**src/rtl/sa_bram_read_arbiter.sv**
```systemverilog
// sa_bram_read_arbiter: round-robin, burst-locked sharing of one BRAM read port between act and wgt tilers
module sa_bram_read_arbiter #(
  parameter int ADDR_WIDTH = 12,
  parameter int DATA_WIDTH = 64,
  parameter int RD_LATENCY = 2,
  parameter int BURST_MAX  = 4
) (
  input  logic                  clk,
  input  logic                  rst,
  input  logic                  hold,
  input  logic                  act_req,
  input  logic [ADDR_WIDTH-1:0] act_addr,
  output logic                  act_gnt,
  output logic                  act_rvalid,
  output logic [DATA_WIDTH-1:0] act_rdata,
  input  logic                  wgt_req,
  input  logic [ADDR_WIDTH-1:0] wgt_addr,
  output logic                  wgt_gnt,
  output logic                  wgt_rvalid,
  output logic [DATA_WIDTH-1:0] wgt_rdata,
  output logic                  bram_en,
  output logic [ADDR_WIDTH-1:0] bram_addr,
  input  logic [DATA_WIDTH-1:0] bram_dout,
  output logic                  busy
);
  localparam int CW = $clog2(BURST_MAX + 1);
  localparam logic [CW-1:0] CMAX = CW'(BURST_MAX);
  typedef enum logic [1:0] {NONE = 2'd0, ACT = 2'd1, WGT = 2'd2} owner_t;
  owner_t owner_q, owner_d, last_q, last_d, gnt, other;
  logic [CW-1:0] cnt_q, cnt_d;
  logic [RD_LATENCY-1:0] tag_v_q, tag_v_d, tag_id_q, tag_id_d;
  logic o_req, x_req;
  always_comb begin
    other = owner_q == ACT ? WGT : ACT;
    o_req = owner_q == ACT ? act_req : wgt_req;
    x_req = owner_q == ACT ? wgt_req : act_req;
    gnt = NONE;
    if (hold) gnt = NONE;
    else if (owner_q == NONE) gnt = (act_req && wgt_req) ? (last_q == ACT ? WGT : ACT) : act_req ? ACT : wgt_req ? WGT : NONE;
    else gnt = (o_req && (cnt_q < CMAX || !x_req)) ? owner_q : x_req ? other : NONE;
    owner_d = owner_q;
    cnt_d = cnt_q;
    last_d = last_q;
    if (!hold) begin
      if (gnt == NONE) begin
        owner_d = NONE;
        cnt_d = '0;
        last_d = owner_q == NONE ? last_q : owner_q;
      end else if (gnt == owner_q) begin
        cnt_d = cnt_q == CMAX ? cnt_q : cnt_q + CW'(1);
      end else begin
        owner_d = gnt;
        cnt_d = CW'(1);
        last_d = gnt;
      end
    end
  end
  // Outputs are forced low while reset is asserted, including the combinational grants.
  assign act_gnt    = rst && gnt == ACT;
  assign wgt_gnt    = rst && gnt == WGT;
  assign bram_en    = act_gnt | wgt_gnt;
  assign bram_addr  = act_gnt ? act_addr : wgt_gnt ? wgt_addr : '0;
  assign tag_v_d    = RD_LATENCY'({tag_v_q, bram_en});
  assign tag_id_d   = RD_LATENCY'({tag_id_q, wgt_gnt});
  assign act_rvalid = tag_v_q[RD_LATENCY-1] & ~tag_id_q[RD_LATENCY-1];
  assign wgt_rvalid = tag_v_q[RD_LATENCY-1] & tag_id_q[RD_LATENCY-1];
  assign act_rdata  = act_rvalid ? bram_dout : '0;
  assign wgt_rdata  = wgt_rvalid ? bram_dout : '0;
  assign busy       = bram_en | (|tag_v_q);
  always_ff @(posedge clk or negedge rst) begin
    if (!rst) begin
      owner_q  <= NONE;
      cnt_q    <= '0;
      last_q   <= WGT;
      tag_v_q  <= '0;
      tag_id_q <= '0;
    end else begin
      owner_q  <= owner_d;
      cnt_q    <= cnt_d;
      last_q   <= last_d;
      tag_v_q  <= tag_v_d;
      tag_id_q <= tag_id_d;
    end
  end
endmodule

```
**config.mk**
```make
export PLATFORM = sky130hd
export DESIGN_NAME = sa_bram_read_arbiter
export DESIGN_NICKNAME = d
export VERILOG_FILES = /design/src/rtl/sa_bram_read_arbiter.sv
export SDC_FILE = /design/constraint.sdc
export NUM_CORES = 1
export LEC_CHECK = 0
export CAP_MARGIN = 0
export CORE_AREA = 2 2 93 95
export CTS_CLUSTER_SIZE = 16
export DETAILED_ROUTE_END_ITERATION = 10
export DIE_AREA = 0 0 95 97
export HOLD_SLACK_MARGIN = 0.15
export PLACE_DENSITY_LB_ADDON = 0.15
export SYNTH_ARGS = -nofsm -noshare
export SYNTH_HDL_FRONTEND = slang
export SYNTH_SLANG_ARGS = --single-unit
```
**constraint.sdc**
```tcl
create_clock -name clk -period 3.45 [get_ports clk]
set_input_delay 0.345 -clock clk [delete_from_list [all_inputs] [get_ports clk]]
set_output_delay 0.345 -clock clk [all_outputs]
set_load 0.02 [all_outputs]
```
==> Yosys cells after proc, flatten, opt, wreduce, memory -nomap -nowiden <==
Index checks and enable logic that the tools add are counted.
{ "word_totals": {"word_cells": 56, "register_bits": 11} }
{ "op_classes": {"n_addsub": 1, "reduce_logical": 12, "bitwise_logic": 6, "magnitude_cmp": 1, "mux": 22, "eq_ne": 9} }
{ "op_table": {"columns": ["operator", "n"], "rows": [
  ["$mux W64", 2],
  ["$mux W2", 13],
  ["$mux W12", 2],
  ["$mux W3", 3],
  ["$eq A2 B1 Y1 const B", 3],
  ["$logic_and A1 B1 Y1", 4],
  ["$logic_not A2 Y1", 2],
  ["$ne A2 B2 Y1 const B", 2],
  ["$reduce_and A2 Y1", 2],
  ["$add A3 B1 Y3 const B", 1],
  ["$eq A3 B3 Y1 const B", 1],
  ["$lt A3 B3 Y1 const B", 1],
  ["$ne A3 B3 Y1 const B", 1],
  ["$reduce_and A3 Y1", 1],
  ["$and A1 B1 Y1", 2],
  ["$eq A2 B2 Y1", 1],
  ["$eq A2 B2 Y1 const B", 1],
  ["$mux W1", 2],
  ["$not A1 Y1", 2],
  ["$or A1 B1 Y1", 2],
  ["$reduce_or A2 Y1", 1],
  ["$logic_not A1 Y1", 1],
  ["$logic_or A1 B1 Y1", 1]
]} }

==> Depth between registers and ports, before layout <==
Gate-level depths: netlist (run 1).
{ "logic_depth": {"depth_word": 12, "ltp_mapped": 8, "depth_no_buf": 6} }

==> Worst setup path after synthesis (run 1) <==
Ideal clock, no wire load.
{ "synth_timing": {"path_kind": "flip-flop to output port", "start": "register cnt_q[2]", "end": "output bram_addr[10]", "path_buffers": 2, "stages_incl_launch_ff": 8, "arrival_time_ps": 2192, "setup_slack_ps": 913, "cell_sequence": "dfrtp_1 > buf_6 > o21a_1 > o221a_1 > nor3_1 > buf_2 > nand3_1 > a21boi_0"} }
{ "synth_via": {"elab_chain_cells": 10, "elab_cells_between_ends": 12} }
{ "synth_rtl": {"columns": ["item", "line", "rtl"], "rows": [
  ["start: declaration", "30", "logic [CW-1:0] cnt_q, cnt_d;"],
  ["start signal: assignment", "79", "cnt_q <= cnt_d;"],
  ["$lt A3 B3 Y1 *", "40", "else gnt = (o_req && (cnt_q < CMAX || !x_req)) ? owner_q : x_req ? other : NONE;"],
  ["$logic_or A1 B1 Y1 *", "40", null],
  ["$logic_and A1 B1 Y1 *", "40", null],
  ["$mux W2 *", "40", null],
  ["$mux W2 *", "39", "else if (owner_q == NONE) gnt = (act_req && wgt_req) ? (last_q == ACT ? WGT : ACT) : act_req ? ACT : wgt_req ? ..."],
  ["$mux W2 *", "38", "if (hold) gnt = NONE;"],
  ["$eq A2 B2 Y1", "60", "assign wgt_gnt = rst && gnt == WGT;"],
  ["$logic_and A1 B1 Y1", "60", null],
  ["$mux W12", "62", "assign bram_addr = act_gnt ? act_addr : wgt_gnt ? wgt_addr : '0;"],
  ["$mux W12 *", "62", null],
  ["end: declaration", "22", "output logic [ADDR_WIDTH-1:0] bram_addr,"]
]} }
Every way passes the cells marked *; elsewhere a longest branch is shown, timed or not.

==> Worst setup path after layout (run 1) <==
{ "layout_timing": {"start": "input wgt_req", "end": "output busy"} }
{ "layout_via": {"elab_chain_cells": 11, "elab_cells_between_ends": 19} }
{ "layout_rtl": {"columns": ["item", "line", "rtl"], "rows": [
  ["start: declaration", "16", "input logic wgt_req,"],
  ["$mux W1", "36", "x_req = owner_q == ACT ? wgt_req : act_req;"],
  ["$logic_not A1 Y1", "40", null],
  ["$logic_or A1 B1 Y1", "40", null],
  ["$logic_and A1 B1 Y1", "40", null],
  ["$mux W2", "40", null],
  ["$mux W2 *", "39", null],
  ["$mux W2 *", "38", null],
  ["$eq A2 B1 Y1 / $eq A2 B2 Y1 (equally long branches)", "59, 60", null],
  ["$logic_and A1 B1 Y1 (on tied branches)", "59, 60", null],
  ["$or A1 B1 Y1 *", "61", "assign bram_en = act_gnt | wgt_gnt;"],
  ["$or A1 B1 Y1 *", "69", "assign busy = bram_en | (|tag_v_q);"],
  ["end: declaration", "24", "output logic busy"]
]} }
Marks and branches as above.

==> out/results.txt, run 1 <==
The run finished with clean final reports. For the sequential element share of the synthesized area, the log shows 0.147. The tools report the normalized max-slew margin as 0.571. The path class of the lowest-slack min-delay path was reg2reg. The global-route wire length before repair is 15300 µm.

Wire segments on met2 add up to 5050 µm in the final route. Dividing the detail-routed wire length by the instance count gives 17.0 µm. The post-synthesis average cell area is 6.71 µm². The simple-gate share of the synthesized area works out to 0.584. The die covers 9220 µm².

Count of distinct cell types in the synthesized netlist: 43. The logs give 33 for the number of rows in the core area and 2832 for the via count of the first global-routing pass. For this block, wires on met1 add up to 4140 µm.

sky130_fd_sc_hd__and3_1 takes more of the synthesized area than any other cell. The final layout contains 598 nets. The placed instances occupy a cell area of 4360 µm².

The proportion of netlist area held by the largest area contributor was 0.220. Share of synthesized cell area in full adder, half adder and majority cells: 0.0133. The number of buffer and inverter instances along the worst setup path came out at 2. The fraction of the mapped netlist area in compound gates is 0.164, and the detailed-route wire length is 10300 µm. The horizontal extent of the die is 95 µm, and the global-route usage over all layers is 0.208. Fill cells in the final layout number 757.

The cell type of the slowest stage on the worst timing path is sky130_fd_sc_hd__clkdlybuf4s50_1. The worst setup path is captured at a primary output. The area of the placeable core was 8130 µm²; the starting density of the core was 0.231. For the number of detailed-route iterations in the first pass, the log shows 4.

Largest net degree at the start of global routing: 44. The async set-reset flop share out of synthesis is 1.00, and the fraction of the core area covered by cells at the end of the flow is 0.541. The portion of the clock cycle consumed by the worst path in the final layout works out to 0.960.

The most used standard cell by instance count after synthesis was sky130_fd_sc_hd__and3_1. VDD sags by at most 206 µV. Clock-pin slew was measured on the worst setup and hold paths at 0.04 ns. The fraction of layout cells with a size suffix above 1 came out at 0.0418. The number of setup buffers added after CTS is 0. The number of clock buffers inserted by TritonCTS is 3, and the overall via count from detail_route is 2915. In this run the tool buffered the top-level ports with 238 buffer cells. The remaining routing DRC violations is 0, and the setup slack of the most critical reg-to-reg path is 1.38 ns. The power density relative to cell area is 341 nW/µm², and the required time of the critical path is 3.11 ns. The run gives 0.0121 ns as the maximum clock skew at final layout. Adding up every negative setup slack in the final design gives 0 ns. At the later pin of the worst-skew pair, clock insertion delay measures 0.24 ns. Number of top-level pins: 239. The xor and xnor area share after synthesis came out at 0. TritonCTS built the clock tree. The startpoint class of the critical path is an input pin. The maximum count of clock buffers along a single path came out at 2. The total global routing overflow is 0. Leaving out filler cells and counting taps, the final layout contains 607. The largest stage delay on the critical path was 0.64 ns. The slew at the pin closest to its max-slew limit is 0.643 ns.

The signal on the critical path passes through clkdlybuf4s50_1 -> nand2_1 -> o221a_1 -> or3_1 -> and3_4 -> or4_1 -> clkdlybuf4s50_1. Data on the critical path arrives at its endpoint at 2.97 ns. For this block, the initial DRC count from the detailed router was 96. In the synthesized netlist, the cells that appear most often are 66 x sky130_fd_sc_hd__and3_1, 65 x sky130_fd_sc_hd__and2_1, 28 x sky130_fd_sc_hd__clkbuf_1. During synthesis, Yosys emitted a total of 0 warnings. Wire segments on met3 add up to 954 µm in the final route.

Grouping stages by cell kind, the critical path spends the most delay in buffers and inverters. Signal routing reaches up to met4. The total nets after synthesis was 375; the layout overhead on the synthesized area was 134%. The cell sitting at the root of the clock tree is a sky130_fd_sc_hd__clkbuf_8. The critical path is of the in2out type.

The most instantiated flip-flop cell in the synthesis netlist is sky130_fd_sc_hd__dfrtp_1. The clock drives 11 sinks. The count of max-cap constraint violations is 0, and the max-slew violation count is 0. The detail route stage leaves a number of antenna-violating nets equal to 0. Summing all non-filler instances in the final layout gives an area of 4400 µm². Setup repair after global routing left no endpoint under its margin. In the routed layout, each cell is associated on average with a via count of 4.80. The largest family of logic cells by synthesized area is simple AND/OR/NAND/NOR gates. After clock tree synthesis, the repair step resized 0 gates. The count of H-tree levels built during CTS came out at 1.

Number of diodes: 0. The initial antenna violation count was 0; the count of final hold-check violations was 0. The portion of netlist area occupied by mux cells came out at 0.00600. After synthesis, the cell types taking the most area are sky130_fd_sc_hd__and3_1 22%, sky130_fd_sc_hd__and2_1 22%, sky130_fd_sc_hd__dfrtp_1 13%. Hold repair after CTS inserted 0 buffers. The cell area that synthesis handed to floorplanning was 1880 µm².

In this run the worst path has a maximum fanout of 9. The weighted congestion at the end of routability-driven global placement came out at 0.923. For the finished layout, the period the worst path requires is 3.31 ns. After synthesis the netlist holds a flip-flop and latch count of 11. Dominant cell type by count on the critical path: sky130_fd_sc_hd__clkdlybuf4s50_1. Derived from the worst setup path, the maximum achievable clock frequency is 302 MHz. After legalization and detailed placement, the total HPWL measured 8350 µm. The chip height came out at 97 µm. Synthesis produced a netlist whose cell count is 280. Yosys mapped a number of flops with a built-in enable equal to 0. Setup violations remaining at the end of the flow were counted as 0.

The tools report the count of placed standard cells including taps as 603. In this run the static leakage power is 1.88 nW.
-- cells in the final DEF (no fill, tap or decap), types with 2 or more instances in the layout --
master / netlist / routed
sky130_fd_sc_hd__clkdlybuf4s50_1: 0 / 238
sky130_fd_sc_hd__and3_1: 66 / 66
sky130_fd_sc_hd__and2_1: 65 / 65
sky130_fd_sc_hd__nand3_1: 27 / 27
sky130_fd_sc_hd__buf_4: 0 / 13
sky130_fd_sc_hd__a21boi_0: 12 / 12
sky130_fd_sc_hd__dfrtp_1: 10 / 10
sky130_fd_sc_hd__inv_1: 7 / 7
sky130_fd_sc_hd__a21oi_1: 7 / 7
sky130_fd_sc_hd__o21ai_0: 7 / 7
sky130_fd_sc_hd__nand2_1: 6 / 6
sky130_fd_sc_hd__nand2b_1: 3 / 3
sky130_fd_sc_hd__nor2_1: 3 / 3
sky130_fd_sc_hd__nor4_1: 3 / 3
sky130_fd_sc_hd__clkbuf_8: 0 / 3
sky130_fd_sc_hd__o221ai_1: 2 / 2
sky130_fd_sc_hd__o21a_1: 2 / 2
sky130_fd_sc_hd__nand3b_1: 2 / 2
sky130_fd_sc_hd__ha_1: 2 / 2
-- metal layers --
| metal | track usage | up-vias |
|---|---|---|
| met5 | 0 | - |
| met4 | 0.0457 | 0 |
| met3 | 0.0475 | 13 |
| met2 | 0.374 | 150 |
| met1 | 0.248 | 1323 |
| li1 | - | 1429 |
-- sequential cells by signal (all words and copies together), names as in the netlist --
register and cells:
cnt_q 3, last_q 2, tag_id_q 2, tag_v_q 2, owner_q 2
-- where the power goes --
part / switching, mW / internal [mW] / total (mW)
logic: 0.584 / 0.543 / 1.13
registers: 0.0731 / 0.171 / 0.244
clock network: 0.0491 / 0.0811 / 0.130
-- worst paths after layout --
kind                       cells past startpoint               endpoint              startpoint
min reg2reg                                    0  tag_id_q[1]$_DFF_PN0_   tag_id_q[0]$_DFF_PN0_
min                                            0  tag_id_q[1]$_DFF_PN0_   tag_id_q[0]$_DFF_PN0_
max                                            7                   busy                 wgt_req
max reg2reg                                    6   cnt_q[0]$_DFFE_PN0P_  owner_q[1]$_DFFE_PN0P_
max in group asynchronous                      2  last_q[1]$_DFFE_PN1P_                     rst
min in group asynchronous                      1   cnt_q[0]$_DFFE_PN0P_                     rst
-- worst register-to-register path, stage by stage (launching register included) --
cell	delay, ns
sky130_fd_sc_hd__dfrtp_1	0.54
sky130_fd_sc_hd__o21a_1	0.26
sky130_fd_sc_hd__o221a_1	0.27
sky130_fd_sc_hd__or3_1	0.38
sky130_fd_sc_hd__buf_4	0.20
sky130_fd_sc_hd__a211oi_1	0.23
sky130_fd_sc_hd__a22o_1	0.15
-- layout make-up --
class	count	area, µm²	share of cell area
repair buffers	251	2480	0.563
multi-input cells	229	1440	0.328
flip-flops and latches	11	277	0.0628
well taps	105	131	0.0298
clock buffers	4	45.0	0.0102
inverters	7	26.3	0.00597
-- metrics by stage --
stage               setup WS (ns)  hold slack [ns]  total power [mW]
CTS                         0.147            0.351              1.50
detailed placement          0.153            0.341              1.37
global placement            0.185            0.336              1.37
global route               0.0120            0.357              1.61
floorplan                   0.913           0.0494             0.826
finish                      0.136            0.347              1.50
-- kinds of logic (layout without fill, tap and decap cells) --
kind of cell,after synthesis,after routing
AO/OA/AOI/OAI,43,43
AND/OR/NAND/NOR,183,183
multiplexers,1,1
flip-flops,11,11
adder cells (fa/ha/maj),2,2
buffers and inverters,40,262
Note: power is estimated with default switching activity, not from simulation.
==> run 2, diff against run 1 <==
CORE_AREA = 2 2 94 96   (was 2 2 93 95)
DIE_AREA = 0 0 96 98   (was 0 0 95 97)
SKIP_CTS_REPAIR_TIMING = 1   (was not set)
clock period = 3.42 ns   (was 3.45 ns; I/O delays follow)
==> run 2 against run 1 <==
Against the previous run: worst hold slack better by 0.0032 ns; critical path depth stayed put; core utilization is 2.1 points lower; register-to-register slack worse by 0.07 ns; combinational power hardly changed; largest cell class unchanged; highest routed layer unchanged.
==> out/results.txt, run 2 (synthesized netlist as in run 1, its figures left out) <==
The static leakage came out at 1.87 nW. The register bank with the most flops was cnt_q. Flip-flop count of the largest register, all copies and words added: 3. The overall via count from detail_route was 2881; the number of nets with antenna violations after detailed routing was 0. Setup slack after layout: 0.109 ns. IR analysis of the VDD net gives a maximum drop of 163 µV. The setup slack of the most critical reg-to-reg path came out at 1.31 ns. The logs give 2696 for the via count of the first global-routing pass and 0.791 mW for the total internal power. For hold timing, the worst endpoint is tag_id_q[1]$_DFF_PN0_. For the detailed-route wire length, the log shows 10400 µm.

The worst register-to-register path ends at cnt_q[0]$_DFFE_PN0P_. Clock-pin slew was measured on the worst setup and hold paths at 0.05 ns. The count of H-tree levels built during CTS was 1.

Port buffering added 238 buffers. The tools report the startpoint class of the critical path as an input pin. The endpoint class of the critical path is a primary output.

In this run, CTS created clock tree buffers numbering 3. After filler insertion, the fill cell instance count of the layout stands at 799. Average wire per standard cell: 17.1 µm. In this run, the number of DRC markers left after iteration 0 of detailed routing was 92. Relative contribution of combinational cells to total power: 0.745. The startpoint identified for the worst register-to-register timing path is owner_q[1]$_DFFE_PN0P_. For the maximum count of clock buffers along a single path, the log shows 2.

The power density relative to cell area is 341 nW/µm², and the depth of the worst hold-timing path is 0. The startpoint identified for the worst hold timing path is tag_id_q[0]$_DFF_PN0_. The maximum fanout along the worst path works out to 9. The clock drives 11 sinks.

The first detailed-routing pass took 4 iterations. The run finished with clean final reports. Count of cells along the worst register-to-register path: 6.

The floorplan has 34 rows. The fraction of layout cells with a size suffix above 1 came out at 0.0459. The hold slack was 0.350 ns; the starting density of the core was 0.222. The clock period could shrink to 3.31 ns. Data on the critical path is required at its endpoint by 3.08 ns.

The worst hold path belongs to the class reg2reg. The global-route usage over all layers is 0.202. The arrival time at the worst endpoint was 2.97 ns.

In this run the power spent charging and discharging nets is 0.712 mW. Clock latency on the worst-skew pair, taken at its later pin, is 0.24 ns. The critical path class is in2out. For this run, the post-layout net count is 597. The horizontal extent of the die was 96 µm; the fraction of the core area covered by cells at the end of the flow was 0.520. Setup violations remaining at the end of the flow were counted as 0. The initial antenna violation count was 0; the slew at the pin closest to its max-slew limit was 0.792 ns. The floorplan step defined a core boundary enclosing 8470 µm². Max-cap violations in this run came to 0. The flip-flop and latch area is 277 µm².

The tools report the global-route wire length before repair as 14800 µm. The tools report the count of final hold-check violations as 0. At the placement stage, the worst setup path has a slack of 0.129 ns. The maximum achievable frequency was 302 MHz.

Leaving out fill and tap cells, the most frequent cells in the layout are 238 x sky130_fd_sc_hd__clkdlybuf4s50_1, 66 x sky130_fd_sc_hd__and3_1, 65 x sky130_fd_sc_hd__and2_1. The max-slew violation count was 0. The die covers 9410 µm². The commonest non-fill, non-tap cell in the layout was sky130_fd_sc_hd__clkdlybuf4s50_1.

Portion of the clock cycle consumed by the worst path in the final layout: 0.968. The remaining routing DRC violations was 0; the normalized max-slew margin was 0.472. In this run the vertical extent of the chip is 98 µm. Entering global routing, the biggest net connects 67 pins. Total global routing overflow: 0.

The number of top-level pins was 239; the maximum clock skew at final layout was 0.00331 ns. The sequential power share was 0.167. The repair_antennas step left the layout with diodes totalling 0.

The switching part of the total power is 0.474. The portion of total power attributed to the clock network is 0.089, and the multi-input combinational cell area is 1450 µm². The congestion estimate from routability-driven global placement came to 0.921. The routed via count divided by cell count works out to 4.73. Setup repair after global routing left no endpoint under its margin. The tree is rooted in a sky130_fd_sc_hd__clkbuf_8.

TritonCTS built the clock tree. Summed over all failing endpoints, the final setup total negative slack is 0 ns. The HPWL after detailed placement was 8190 µm; the layout overhead on the synthesized area was 135%.
[run 2: cell count changes in the layout (fill, tap and decap cells not counted)]
cell                       change
sky130_fd_sc_hd__o211a_1       -1
sky130_fd_sc_hd__nor4_2        +1
sky130_fd_sc_hd__clkbuf_1      -1
sky130_fd_sc_hd__buf_4         -1
sky130_fd_sc_hd__o211a_2       +1
sky130_fd_sc_hd__nor4_1        -1
sky130_fd_sc_hd__clkinv_2      +1
[run 2: cell type report]
cell class	count	share of cell area
clock inverters	1	0.00114
multi-input cells	229	0.329
well taps	108	0.0307
clock buffers	3	0.00937
repair buffers	250	0.561
flip-flops and latches	11	0.0628
inverters	7	0.00596
[run 2: power groups by stage]
| stage | sequential (mW) | combinational [mW] | clock (mW) |
|---|---|---|---|
| 3_5_place_dp | 0.249 | 1.12 | 0 |
| 6_report | 0.251 | 1.12 | 0.133 |
| 2_1_floorplan | 0.203 | 0.630 | 0 |
| 4_1_cts | 0.247 | 1.12 | 0.135 |
| 3_3_place_gp | 0.247 | 1.12 | 0 |
| 5_1_grt | 0.261 | 1.20 | 0.142 |
[run 2: metrics by stage]
| stage | area [µm²] | cells | power (mW) |
|---|---|---|---|
| after floorplan | 1880 | 280 | 0.833 |
| after global placement | 4350 | 605 | 1.36 |
| after detailed placement | 4350 | 605 | 1.37 |
| after CTS | 4400 | 609 | 1.51 |
| after global routing | 4410 | 609 | 1.60 |
| final | 4410 | 609 | 1.50 |
[run 2: routing by layer]
| layer | GRT usage | vias to the layer above | wire length, µm |
|---|---|---|---|
| li1 | - | 1424 | - |
| met1 | 0.234 | 1286 | 4020 |
| met5 | 0 | - | 0 |
| met2 | 0.366 | 159 | 5040 |
| met4 | 0.0473 | 0 | 232 |
| met3 | 0.0463 | 12 | 1120 |
[run 2: worst max-delay path, cell delays in order]
cell                              delay (ns)
sky130_fd_sc_hd__clkdlybuf4s50_1        0.65
sky130_fd_sc_hd__nand2_1                0.14
sky130_fd_sc_hd__o221a_1                0.29
sky130_fd_sc_hd__or3_1                  0.38
sky130_fd_sc_hd__and3_4                 0.20
sky130_fd_sc_hd__or4_1                  0.39
sky130_fd_sc_hd__clkdlybuf4s50_1        0.57
[run 2: how the worst max path moves through the flow]
| stage | to | cells past startpoint | slack [ns] | from |
|---|---|---|---|---|
| global route | bram_addr[3] | 7 | 0.01 | wgt_req |
| CTS | busy | 8 | 0.11 | wgt_req |
| detailed placement | busy | 7 | 0.13 | wgt_req |
| global placement | busy | 7 | 0.15 | wgt_req |
| floorplan | bram_addr[10] | 7 | 0.89 | cnt_q[2]$_DFFE_PN0P_ |
| finish | busy | 7 | 0.11 | wgt_req |
